`config.mk`:
```
export PLATFORM = sky130hd
export DESIGN_NAME = exu_md
export DESIGN_NICKNAME = d
export VERILOG_FILES = /design/src/rtl/exu_md_pkg.sv /design/src/rtl/exu_md_mdu_iter.sv /design/src/rtl/exu_md.sv
export SDC_FILE = /design/constraint.sdc
export NUM_CORES = 1
export LEC_CHECK = 0
export BUFFER_PORTS_ARGS = -buffer_cell sky130_fd_sc_hd__buf_2
export CORE_MARGIN = 1.5
export CORE_UTILIZATION = 65
export DETAILED_ROUTE_END_ITERATION = 10
export GPL_TIMING_DRIVEN = 0
export HOLD_SLACK_MARGIN = 0.03
export PLACE_DENSITY = 0.87
export SETUP_SLACK_MARGIN = 0.3
export SYNTH_ARGS = -nofsm -noshare
export SYNTH_HDL_FRONTEND = slang
export SYNTH_SLANG_ARGS = --single-unit
export TNS_END_PERCENT = 50
```
`constraint.sdc`:
```
create_clock -name clk -period 8.5 [get_ports clk]
set_input_delay 0.425 -clock clk [delete_from_list [all_inputs] [get_ports clk]]
set_output_delay 0.425 -clock clk [all_outputs]
set_load 0.02 [all_outputs]
```
`src/rtl/exu_md_pkg.sv`:
```
// Shared definitions for the execute-stage ALU / M-extension block.
// Holds ALUCTL encodings, M-op encodings, MDU FSM states and XLEN-derived width helpers.
package exu_md_pkg;

    localparam int ALUCTL_WIDTH = 4;

    typedef enum logic [ALUCTL_WIDTH-1:0] {
        ALU_ADD   = 4'd0,
        ALU_SUB   = 4'd1,
        ALU_SLL   = 4'd2,
        ALU_SLT   = 4'd3,
        ALU_SLTU  = 4'd4,
        ALU_XOR   = 4'd5,
        ALU_SRL   = 4'd6,
        ALU_SRA   = 4'd7,
        ALU_OR    = 4'd8,
        ALU_AND   = 4'd9,
        ALU_LUI   = 4'd10,
        ALU_AUIPC = 4'd11,
        ALU_JAL   = 4'd12,
        ALU_JALR  = 4'd13
    } alu_op_e;

    typedef enum logic [2:0] {
        MD_MUL    = 3'd0,
        MD_MULH   = 3'd1,
        MD_MULHSU = 3'd2,
        MD_MULHU  = 3'd3,
        MD_DIV    = 3'd4,
        MD_DIVU   = 3'd5,
        MD_REM    = 3'd6,
        MD_REMU   = 3'd7
    } md_op_e;

    typedef enum logic [1:0] {
        MD_IDLE = 2'd0,
        MD_CALC = 2'd1,
        MD_DONE = 2'd2
    } md_state_e;

    function automatic int shamt_w(input int xlen);
        return $clog2(xlen);
    endfunction

    // Counter must hold the value XLEN itself, hence one extra bit.
    function automatic int cnt_w(input int xlen);
        return $clog2(xlen) + 1;
    endfunction

    function automatic logic md_is_div(input md_op_e op);
        return op[2];
    endfunction

endpackage

```
`src/rtl/exu_md_mdu_iter.sv`:
```
// Iterative multiply/divide unit: IDLE/CALC/DONE FSM, bit counter and a shared
// shift-add (multiply) / restoring shift-subtract (divide) datapath on operand magnitudes.
module mdu_iter
    import exu_md_pkg::*;
#(
    parameter int XLEN      = 32,
    parameter int REGADDR_W = 5
) (
    input  logic                 clk,
    input  logic                 rst_n,
    input  logic                 flush_i,
    input  logic                 start_i,
    input  md_op_e               op_i,
    input  logic [XLEN-1:0]      src1_i,
    input  logic [XLEN-1:0]      src2_i,
    input  logic                 reg_we_i,
    input  logic [REGADDR_W-1:0] reg_waddr_i,
    output logic                 busy_o,
    output logic                 stall_o,
    output logic                 done_o,
    output logic [XLEN-1:0]      result_o,
    output logic                 reg_we_o,
    output logic [REGADDR_W-1:0] reg_waddr_o
);

    localparam int CW = cnt_w(XLEN);

    md_state_e            state_q, state_d;
    logic [CW-1:0]        cnt_q, cnt_d;
    md_op_e               op_q, op_d;
    logic [XLEN-1:0]      a_q, a_d;
    logic [XLEN-1:0]      b_q, b_d;
    logic [XLEN-1:0]      hi_q, hi_d;
    logic                 neg_res_q, neg_res_d;
    logic                 neg_rem_q, neg_rem_d;
    logic                 we_q, we_d;
    logic [REGADDR_W-1:0] waddr_q, waddr_d;

    logic                 sgn1, sgn2, s1, s2, div_zero, div_ovf;
    logic [XLEN-1:0]      mag1, mag2;
    logic [XLEN:0]        rem_sh, diff, add_sum;
    logic [2*XLEN-1:0]    prod, prod_s;

    always_comb begin
        sgn1     = (op_i == MD_MULH) || (op_i == MD_MULHSU) || (op_i == MD_DIV) || (op_i == MD_REM);
        sgn2     = (op_i == MD_MULH) || (op_i == MD_DIV) || (op_i == MD_REM);
        s1       = sgn1 & src1_i[XLEN-1];
        s2       = sgn2 & src2_i[XLEN-1];
        mag1     = s1 ? -src1_i : src1_i;
        mag2     = s2 ? -src2_i : src2_i;
        div_zero = md_is_div(op_i) && (src2_i == '0);
        div_ovf  = md_is_div(op_i) && sgn2 && (src1_i == {1'b1, {(XLEN-1){1'b0}}}) && (src2_i == '1);
    end

    // hi_q is the product accumulator for multiply and the partial remainder for divide.
    always_comb begin
        rem_sh  = {hi_q, a_q[XLEN-1]};
        diff    = rem_sh - {1'b0, b_q};
        add_sum = {1'b0, hi_q} + (a_q[0] ? {1'b0, b_q} : '0);
    end

    // NOTE: every signal driven here gets a default first so no path leaves it unassigned (no latch).
    always_comb begin
        state_d   = state_q;
        cnt_d     = cnt_q;
        op_d      = op_q;
        a_d       = a_q;
        b_d       = b_q;
        hi_d      = hi_q;
        neg_res_d = neg_res_q;
        neg_rem_d = neg_rem_q;
        we_d      = we_q;
        waddr_d   = waddr_q;

        case (state_q)
            MD_IDLE: begin
                if (start_i && !flush_i) begin
                    op_d    = op_i;
                    we_d    = reg_we_i;
                    waddr_d = reg_waddr_i;
                    b_d     = mag2;
                    if (div_zero) begin
                        a_d       = '1;
                        hi_d      = src1_i;
                        neg_res_d = 1'b0;
                        neg_rem_d = 1'b0;
                        state_d   = MD_DONE;
                    end else if (div_ovf) begin
                        a_d       = src1_i;
                        hi_d      = '0;
                        neg_res_d = 1'b0;
                        neg_rem_d = 1'b0;
                        state_d   = MD_DONE;
                    end else begin
                        a_d       = mag1;
                        hi_d      = '0;
                        neg_res_d = s1 ^ s2;
                        neg_rem_d = s1;
                        cnt_d     = CW'(XLEN);
                        state_d   = MD_CALC;
                    end
                end
            end
            MD_CALC: begin
                if (md_is_div(op_q)) begin
                    if (!diff[XLEN]) begin
                        hi_d = diff[XLEN-1:0];
                        a_d  = {a_q[XLEN-2:0], 1'b1};
                    end else begin
                        hi_d = rem_sh[XLEN-1:0];
                        a_d  = {a_q[XLEN-2:0], 1'b0};
                    end
                end else begin
                    hi_d = add_sum[XLEN:1];
                    a_d  = {add_sum[0], a_q[XLEN-1:1]};
                end
                cnt_d = cnt_q - CW'(1);
                if (cnt_d == '0) state_d = MD_DONE;
            end
            MD_DONE: state_d = MD_IDLE;
            default: state_d = MD_IDLE;
        endcase

        if (flush_i) begin
            state_d = MD_IDLE;
            cnt_d   = '0;
        end
    end

    // NOTE: sequential state uses non-blocking assignments; the operand/result registers are
    // reset too so a flushed or reset operation never leaks stale writeback control.
    always_ff @(posedge clk or negedge rst_n) begin
        if (!rst_n) begin
            state_q   <= MD_IDLE;
            cnt_q     <= '0;
            op_q      <= MD_MUL;
            a_q       <= '0;
            b_q       <= '0;
            hi_q      <= '0;
            neg_res_q <= 1'b0;
            neg_rem_q <= 1'b0;
            we_q      <= 1'b0;
            waddr_q   <= '0;
        end else begin
            state_q   <= state_d;
            cnt_q     <= cnt_d;
            op_q      <= op_d;
            a_q       <= a_d;
            b_q       <= b_d;
            hi_q      <= hi_d;
            neg_res_q <= neg_res_d;
            neg_rem_q <= neg_rem_d;
            we_q      <= we_d;
            waddr_q   <= waddr_d;
        end
    end

    always_comb begin
        prod   = {hi_q, a_q};
        prod_s = neg_res_q ? -prod : prod;
        case (op_q)
            MD_MUL:                        result_o = prod_s[XLEN-1:0];
            MD_MULH, MD_MULHSU, MD_MULHU:  result_o = prod_s[2*XLEN-1:XLEN];
            MD_DIV, MD_DIVU:               result_o = neg_res_q ? -a_q : a_q;
            default:                       result_o = neg_rem_q ? -hi_q : hi_q;
        endcase
    end

    assign busy_o      = (state_q != MD_IDLE);
    assign stall_o     = !flush_i && (((state_q == MD_IDLE) && start_i) || (state_q == MD_CALC));
    assign done_o      = (state_q == MD_DONE) && !flush_i;
    assign reg_we_o    = we_q;
    assign reg_waddr_o = waddr_q;

endmodule

```
`src/rtl/exu_md.sv`:
```
// Execute stage: combinational ALU plus M-extension via mdu_iter, with output selection.
// Define EXU_FAST_MUL_EN to make MUL/MULH/MULHSU/MULHU single-cycle; only DIV/REM then iterate.
module exu_md
    import exu_md_pkg::*;
#(
    parameter int XLEN      = 32,
    parameter int REGADDR_W = 5
) (
    input  logic                    clk,
    input  logic                    rst_n,
    input  logic                    valid_i,
    input  logic                    flush_i,
    input  logic [ALUCTL_WIDTH-1:0] alu_op_i,
    input  logic [2:0]              md_op_i,
    input  logic                    md_sel_i,
    input  logic [XLEN-1:0]         src1_i,
    input  logic [XLEN-1:0]         src2_i,
    input  logic [XLEN-1:0]         pc_i,
    input  logic [XLEN-1:0]         link_addr_i,
    input  logic                    reg_we_i,
    input  logic [REGADDR_W-1:0]    reg_waddr_i,
    output logic                    valid_o,
    output logic [XLEN-1:0]         result_o,
    output logic                    reg_we_o,
    output logic [REGADDR_W-1:0]    reg_waddr_o,
    output logic                    stallreq_o
);

    localparam int SW = shamt_w(XLEN);

    alu_op_e              alu_op;
    md_op_e               md_op;
    logic [SW-1:0]        shamt;
    logic [XLEN-1:0]      alu_res, comb_res, iter_result;
    logic                 comb_ok, iter_start, iter_busy, iter_stall, iter_done, iter_we;
    logic [REGADDR_W-1:0] iter_waddr;

    assign alu_op = alu_op_e'(alu_op_i);
    assign md_op  = md_op_e'(md_op_i);
    assign shamt  = src2_i[SW-1:0];

    always_comb begin
        case (alu_op)
            ALU_ADD:   alu_res = src1_i + src2_i;
            ALU_SUB:   alu_res = src1_i - src2_i;
            ALU_SLL:   alu_res = src1_i << shamt;
            ALU_SLT:   alu_res = {{(XLEN-1){1'b0}}, $signed(src1_i) < $signed(src2_i)};
            ALU_SLTU:  alu_res = {{(XLEN-1){1'b0}}, src1_i < src2_i};
            ALU_XOR:   alu_res = src1_i ^ src2_i;
            ALU_SRL:   alu_res = src1_i >> shamt;
            ALU_SRA:   alu_res = $unsigned($signed(src1_i) >>> shamt);
            ALU_OR:    alu_res = src1_i | src2_i;
            ALU_AND:   alu_res = src1_i & src2_i;
            ALU_LUI:   alu_res = src2_i;
            ALU_AUIPC: alu_res = src2_i + pc_i;
            ALU_JAL,
            ALU_JALR:  alu_res = link_addr_i;
            default:   alu_res = '0;
        endcase
    end

`ifdef EXU_FAST_MUL_EN
    logic [2*XLEN-1:0] fm_a, fm_b, fm_prod;
    logic [XLEN-1:0]   fm_res;

    // Sign-extending to 2*XLEN lets one unsigned multiply serve every MUL variant.
    always_comb begin
        fm_a    = {{XLEN{(md_op == MD_MULH || md_op == MD_MULHSU) & src1_i[XLEN-1]}}, src1_i};
        fm_b    = {{XLEN{(md_op == MD_MULH) & src2_i[XLEN-1]}}, src2_i};
        fm_prod = fm_a * fm_b;
        fm_res  = (md_op == MD_MUL) ? fm_prod[XLEN-1:0] : fm_prod[2*XLEN-1:XLEN];
    end

    assign iter_start = valid_i && md_sel_i && md_is_div(md_op) && !flush_i;
    assign comb_ok    = !md_sel_i || !md_is_div(md_op);
    assign comb_res   = md_sel_i ? fm_res : alu_res;
`else
    assign iter_start = valid_i && md_sel_i && !flush_i;
    assign comb_ok    = !md_sel_i;
    assign comb_res   = alu_res;
`endif

    mdu_iter #(
        .XLEN      (XLEN),
        .REGADDR_W (REGADDR_W)
    ) u_mdu_iter (
        .clk         (clk),
        .rst_n       (rst_n),
        .flush_i     (flush_i),
        .start_i     (iter_start),
        .op_i        (md_op),
        .src1_i      (src1_i),
        .src2_i      (src2_i),
        .reg_we_i    (reg_we_i),
        .reg_waddr_i (reg_waddr_i),
        .busy_o      (iter_busy),
        .stall_o     (iter_stall),
        .done_o      (iter_done),
        .result_o    (iter_result),
        .reg_we_o    (iter_we),
        .reg_waddr_o (iter_waddr)
    );

    // While the MDU is busy the combinational path is masked so held inputs are ignored.
    always_comb begin
        valid_o     = 1'b0;
        result_o    = comb_res;
        reg_we_o    = 1'b0;
        reg_waddr_o = reg_waddr_i;
        if (iter_done) begin
            valid_o     = 1'b1;
            result_o    = iter_result;
            reg_we_o    = iter_we;
            reg_waddr_o = iter_waddr;
        end else if (!iter_busy && comb_ok && valid_i && !flush_i) begin
            valid_o  = 1'b1;
            reg_we_o = reg_we_i;
        end
    end

    assign stallreq_o = iter_stall;

endmodule

```
==> run_results.csv, run 1 <==
group,metric,value,unit
clock_network,cts_max_level,4,
run_status,run_status,"aborted with a tool error",
run_status,error,"[ERROR GRT-0116] Global routing finished with congestion. Check the congestion regions in the DRC Viewer.",
floorplan,chipHeight,191,um
global_route,largest_net_degree_at_the_start_of_global_routing,73,
synth,synth_cell_type_count,88,
floorplan,io_pins,186,
synth,synth_enable_flop_cells,0,
synth,syn_inst,3191,
clock_network,numCtsBuffers,17,
synth,syn_area,23000,um^2
floorplan,die_w,191,um
placed_design,post-dp-hpwl,90100,um
synth,dominantRegCellSynth,"sky130_fd_sc_hd__dfrtp_1",
global_route,number_of_global_route_vias_before_repair,31300,
clock_network,clock_sinks,115,
floorplan,fp-row-count,68,
synth,synth-seq-area-share,0.125,
global_route,global_route_usage_over_all_layers,0.722,
clock_network,post_cts.repair.setup_buffers,0,
synth,synthArstFlopShare,1.00,
synth,synthesis.area_per_instance,7.20,um^2
synth,yosysWarnings,0,
global_route,grt_residual_overflow,25,
global_route,wire_length_of_the_first_global_routing_pass,196000,um
synth,ys_ff_latch,115,
placed_design,dp_slack,1.87,ns
clock_network,cts-root-buf,"sky130_fd_sc_hd__clkbuf_16",
clock_network,cts_max_path_buffers,2,
clock_network,hold_buffers,1,
floorplan,initial_core_util,0.664,
placed_design,total_of_buffers_placed_on_input_and_output_ports,184,
run_status,failing_step,"global routing",
synth,syn_nets,3547,
placed_design,place.gp.congestion,1.45,
clock_network,postCtsResizedCells,0,
-- synthesized netlist by cell type, types with 19 or more instances --
cell | instances | area (um^2)
sky130_fd_sc_hd__nand2_1 | 317 | 1190
sky130_fd_sc_hd__nor2_1 | 309 | 1160
sky130_fd_sc_hd__a21oi_1 | 259 | 1300
sky130_fd_sc_hd__o21ai_0 | 251 | 1260
sky130_fd_sc_hd__clkbuf_1 | 216 | 811
sky130_fd_sc_hd__ha_1 | 206 | 2580
sky130_fd_sc_hd__xnor2_1 | 161 | 1410
sky130_fd_sc_hd__inv_1 | 145 | 544
sky130_fd_sc_hd__dfrtp_1 | 115 | 2880
sky130_fd_sc_hd__xor2_1 | 86 | 753
sky130_fd_sc_hd__mux2i_1 | 84 | 841
sky130_fd_sc_hd__nor3_1 | 78 | 390
sky130_fd_sc_hd__nand3_1 | 74 | 370
sky130_fd_sc_hd__a31oi_1 | 53 | 332
sky130_fd_sc_hd__a21o_1 | 51 | 383
sky130_fd_sc_hd__mux4_2 | 51 | 1150
sky130_fd_sc_hd__o31ai_1 | 49 | 368
sky130_fd_sc_hd__o22ai_1 | 47 | 294
sky130_fd_sc_hd__a221oi_1 | 44 | 385
sky130_fd_sc_hd__or3_1 | 40 | 250
sky130_fd_sc_hd__mux2_2 | 37 | 417
sky130_fd_sc_hd__nand2b_1 | 34 | 213
sky130_fd_sc_hd__o211ai_1 | 34 | 255
sky130_fd_sc_hd__a22oi_1 | 31 | 233
sky130_fd_sc_hd__a211oi_1 | 30 | 225
sky130_fd_sc_hd__nand4_1 | 29 | 181
sky130_fd_sc_hd__buf_1 | 25 | 93.8
sky130_fd_sc_hd__o221ai_1 | 25 | 219
sky130_fd_sc_hd__nor4_1 | 23 | 144
sky130_fd_sc_hd__or4_1 | 22 | 165
sky130_fd_sc_hd__o21bai_1 | 19 | 143
-- cells by family after synthesis --
| group | synth area share |
|---|---|
| adder cells (fa/ha/maj) | 0.116 |
| buffers and inverters | 0.0657 |
| AO/OA/AOI/OAI | 0.292 |
| AND/OR/NAND/NOR | 0.203 |
| XOR/XNOR | 0.0942 |
| multiplexers | 0.105 |
| flip-flops | 0.125 |
-- stage by stage --
stage	area, um^2	util	hold WS (ns)	instances
3_5_place_dp	24500	0.708	0.388	3832
4_1_cts	25100	0.725	0.196	3863
2_1_floorplan	23000	-	0.129	3191
3_3_place_gp	24500	0.707	0.461	3830
-- routing by layer --
layer	global-route usage	GRT overflow
met5	0.370	0
met4	0.660	12
met3	0.602	0
met2	0.866	13
met1	0.730	0
==> run 2, diff against run 1 <==
--- a/config.mk
+++ b/config.mk
@@ -7,12 +7,10 @@
 export LEC_CHECK = 0
 export BUFFER_PORTS_ARGS = -buffer_cell sky130_fd_sc_hd__buf_2
 export CORE_MARGIN = 1.5
-export CORE_UTILIZATION = 65
+export CORE_UTILIZATION = 40
 export DETAILED_ROUTE_END_ITERATION = 10
 export GPL_TIMING_DRIVEN = 0
-export HOLD_SLACK_MARGIN = 0.03
-export PLACE_DENSITY = 0.87
-export SETUP_SLACK_MARGIN = 0.3
+export PLACE_DENSITY_LB_ADDON = 0.15
 export SYNTH_ARGS = -nofsm -noshare
 export SYNTH_HDL_FRONTEND = slang
 export SYNTH_SLANG_ARGS = --single-unit
==> run 2 against run 1 <==
Compared with the run above:
- the flow now finishes, with violations (capacitance limit, slew limit)
- synthesized cell count unchanged
- area after synthesis unchanged
==> run_results.csv, run 2 <==
group,metric,value,unit
run_status,run_status,"finished, violations left",
run_status,violations,"capacitance limit, slew limit",
synth,synth_top_cell_area_share,0.125,
hold_path,hold_path_class,"primary input to flop",
setup_path,critical_path_class,"primary input to output port",
floorplan,io_pins,186,
sta,max-slew-margin-rel,-0.0539,
floorplan,die_area,58900,um^2
layout,largest_registers,"u_mdu_iter.a_q (32), u_mdu_iter.b_q (32), u_mdu_iter.hi_q (32)",
clock_network,cts-root-buf,"sky130_fd_sc_hd__clkbuf_16",
sta,skew,0.0167,ns
global_route,number_of_global_route_vias_before_repair,26400,
setup_path,cp.required,8.08,ns
floorplan,initial_core_util,0.406,
flow_run,max_cap_viol_count,9,
placed_design,post-dp-hpwl,118000,um
synth,synthArstFlopShare,1.00,
detailed_routing,wl_per_cell,35.5,um
sta,grt_setup_unrepaired,"false",
detailed_routing,routed-via-count,28800,
synth,synth_cell_type_count,88,
synth,ys_top_cells_by_area,"sky130_fd_sc_hd__dfrtp_1, sky130_fd_sc_hd__ha_1, sky130_fd_sc_hd__xnor2_1",
synth,yosys.area_share.adder,0.116,
layout,final_common_cell,"sky130_fd_sc_hd__nand2_1",
sta,maximum_achievable_frequency,127,MHz
floorplan,die_w,243,um
clock_network,cts_max_level,4,
sta,drv_slew,68,
floorplan,fp-row-count,87,
clock_network,clock_sinks,115,
synth,largest_family_of_logic_cells_by_synthesized_area,"compound AO/OA/AOI/OAI gates",
synth,yosysWarnings,0,
setup_path,crit_path_max_fanout,13,
sta,final_setup_viols,0,
detailed_routing,post-route-drc-count,0,
detailed_routing,drt_iter0_drc,4407,
synth,synth_top_cells_by_count,"sky130_fd_sc_hd__nand2_1, sky130_fd_sc_hd__nor2_1, sky130_fd_sc_hd__a21oi_1",
detailed_routing,detailedRoute.firstPassIterationCount,10,
global_route,grt_antenna_before_repair,14,
clock_network,cts_max_path_buffers,2,
pwr,report.power.total,6680,uW
sta,setup_slack,0.647,ns
synth,syn_area,23000,um^2
layout,num-nets-final,3758,
synth,synth.most_common_cell,"sky130_fd_sc_hd__nand2_1",
clock_network,postCtsResizedCells,0,
synth,syn_inst,3191,
sta,period_minus_slack,7.85,ns
detailed_routing,postRouteWirelength,148000,um
synth,synth_enable_flop_cells,0,
clock_network,clk_pin_slew_worst_paths,0.06,ns
global_route,wire_length_of_the_first_global_routing_pass,205000,um
layout,final_cell_mix,"sky130_fd_sc_hd__nand2_1, sky130_fd_sc_hd__nor2_1, sky130_fd_sc_hd__a21oi_1, sky130_fd_sc_hd__o21ai_0, sky130_fd_sc_hd__clkbuf_1",
sta,final_hold_viol_count,0,
clock_network,tritoncts_clock_tree,"built",
synth,synth_top_cell_by_area,"sky130_fd_sc_hd__dfrtp_1",
detailed_routing,drtAntennaViolNets,0,
synth,synth_xor_xnor_area_share,0.0942,
pwr,leakage,0.0106,uW
sta,tns,0,ns
placed_design,total_of_buffers_placed_on_input_and_output_ports,184,
floorplan,chipHeight,243,um
placed_design,place.gp.congestion,1.10,
synth,synth-seq-area-share,0.125,
floorplan,core_area,56600,um^2
global_route,global_route_usage_over_all_layers,0.487,
sta,whs,0.184,ns
layout,post_route_cells_drive_above_1_share,0.103,
placed_design,dp_slack,1.08,ns
pwr,power_density,261,nW/um^2
clock_network,post_cts.repair.setup_buffers,0,
global_route,grt_residual_overflow,0,
setup_path,cp.arrival,7.43,ns
synth,synth_mux_area_frac,0.105,
setup_path,timing.critical_path.from_type,"primary input",
sta,post-route-period-util,0.924,
setup_path,setup.worst_path.end_class,"output port",
detailed_routing,avgViaCountPerCell,6.90,
synth,synth_compound_area_frac,0.292,
synth,dominantRegCellSynth,"sky130_fd_sc_hd__dfrtp_1",
layout,flow.area_growth_from_synthesis,11.2,%
sta,tightestPinTransition,1.58,ns
synth,synthesis.area_per_instance,7.20,um^2
pwr,peakVddDrop,186,uV
synth,syn_nets,3547,
synth,post_synthesis_simple_gate_area_fraction,0.203,
global_route,largest_net_degree_at_the_start_of_global_routing,80,
synth,ys_ff_latch,115,
clock_network,latest_clock_arrival_within_the_worst_skew_pair,0.46,ns
clock_network,numCtsBuffers,17,
-- run 2: per-stage QoR --
stage                      util  area (um^2)  std cells
final                     0.452        25600       4174
after global routing      0.451        25600       4171
after CTS                 0.451        25500       4170
after detailed placement  0.441        24900       4137
after global placement    0.439        24800       4131
after floorplan               -        23000       3191
-- run 2: final cells by class --
class,instances,area [um^2]
buffer,250,960
multi-input combinational,2679,18600
clock inverter,12,129
antenna,3,7.51
inverter,147,552
tap,756,946
timing repair buffer,192,1010
sequential,115,2880
fill,6041,31000
clock buffer,20,467
-- run 2: final timing paths --
path / startpoint / endpoint / slack (ns) / depth (start not counted)
max in group asynchronous: rst_n / u_mdu_iter.b_q[22] / 7.22 / 3
worst max-delay path: src2_i[1] / result_o[30] / 0.65 / 17
worst min register to register: u_mdu_iter.reg_we_o / u_mdu_iter.reg_we_o / 0.48 / 2
min in group asynchronous: rst_n / u_mdu_iter.reg_waddr_o[4] / 0.44 / 2
worst min-delay path: reg_waddr_i[4] / u_mdu_iter.reg_waddr_o[4] / 0.18 / 3
worst max register to register: u_mdu_iter.a_q[0] / u_mdu_iter.hi_q[26] / 3.42 / 14
-- run 2: cells by family (layout without fill, tap and decap cells) --
family                     Yosys count  count (layout)
DFF                                115             115
and+or+nand+nor                   1007            1007
AOI/OAI and AO/OA                 1043            1043
buffers and inverters              397             621
muxes                              172             172
xor gates and xnor gates           247             247
other                                0               3
adders and majority gates          210             210
-- run 2: critical path: stages --
cell and delay, ns:
sky130_fd_sc_hd__buf_2 0.18, sky130_fd_sc_hd__clkbuf_1 0.62, sky130_fd_sc_hd__clkbuf_1 0.72, sky130_fd_sc_hd__inv_1 0.33, sky130_fd_sc_hd__buf_1 0.55, sky130_fd_sc_hd__fa_1 0.62
sky130_fd_sc_hd__nor2b_1 0.16, sky130_fd_sc_hd__o211ai_1 0.51, sky130_fd_sc_hd__nand3_1 0.17, sky130_fd_sc_hd__a211oi_1 0.95, sky130_fd_sc_hd__a211oi_1 0.40, sky130_fd_sc_hd__o41ai_1 0.56
sky130_fd_sc_hd__xnor2_1 0.17, sky130_fd_sc_hd__nor2_1 0.06, sky130_fd_sc_hd__nor4_1 0.48, sky130_fd_sc_hd__o22ai_1 0.24, sky130_fd_sc_hd__buf_2 0.25
-- run 2: repair_timing --
item / CTS / global route
endpoints found under the setup margin: 0 / 0
hold buffers: 1 / 0
endpoints found under the hold margin: 36 / 0
-- run 2: where the power goes --
| group | total (uW) | switching [uW] | internal, uW |
|---|---|---|---|
| clock | 768 | 314 | 453 |
| combinational | 4860 | 3210 | 1650 |
| sequential | 1060 | 318 | 737 |
-- run 2: metal layers --
metal / global-route usage / wire [um] / vias up
met5: 0 / 268 / -
met4: 0.384 / 14300 / 28
met3: 0.163 / 19000 / 586
met2: 0.690 / 59100 / 2214
met1: 0.602 / 55700 / 13800
li1: - / - / 12200
Power figures use the tool's default switching activity.
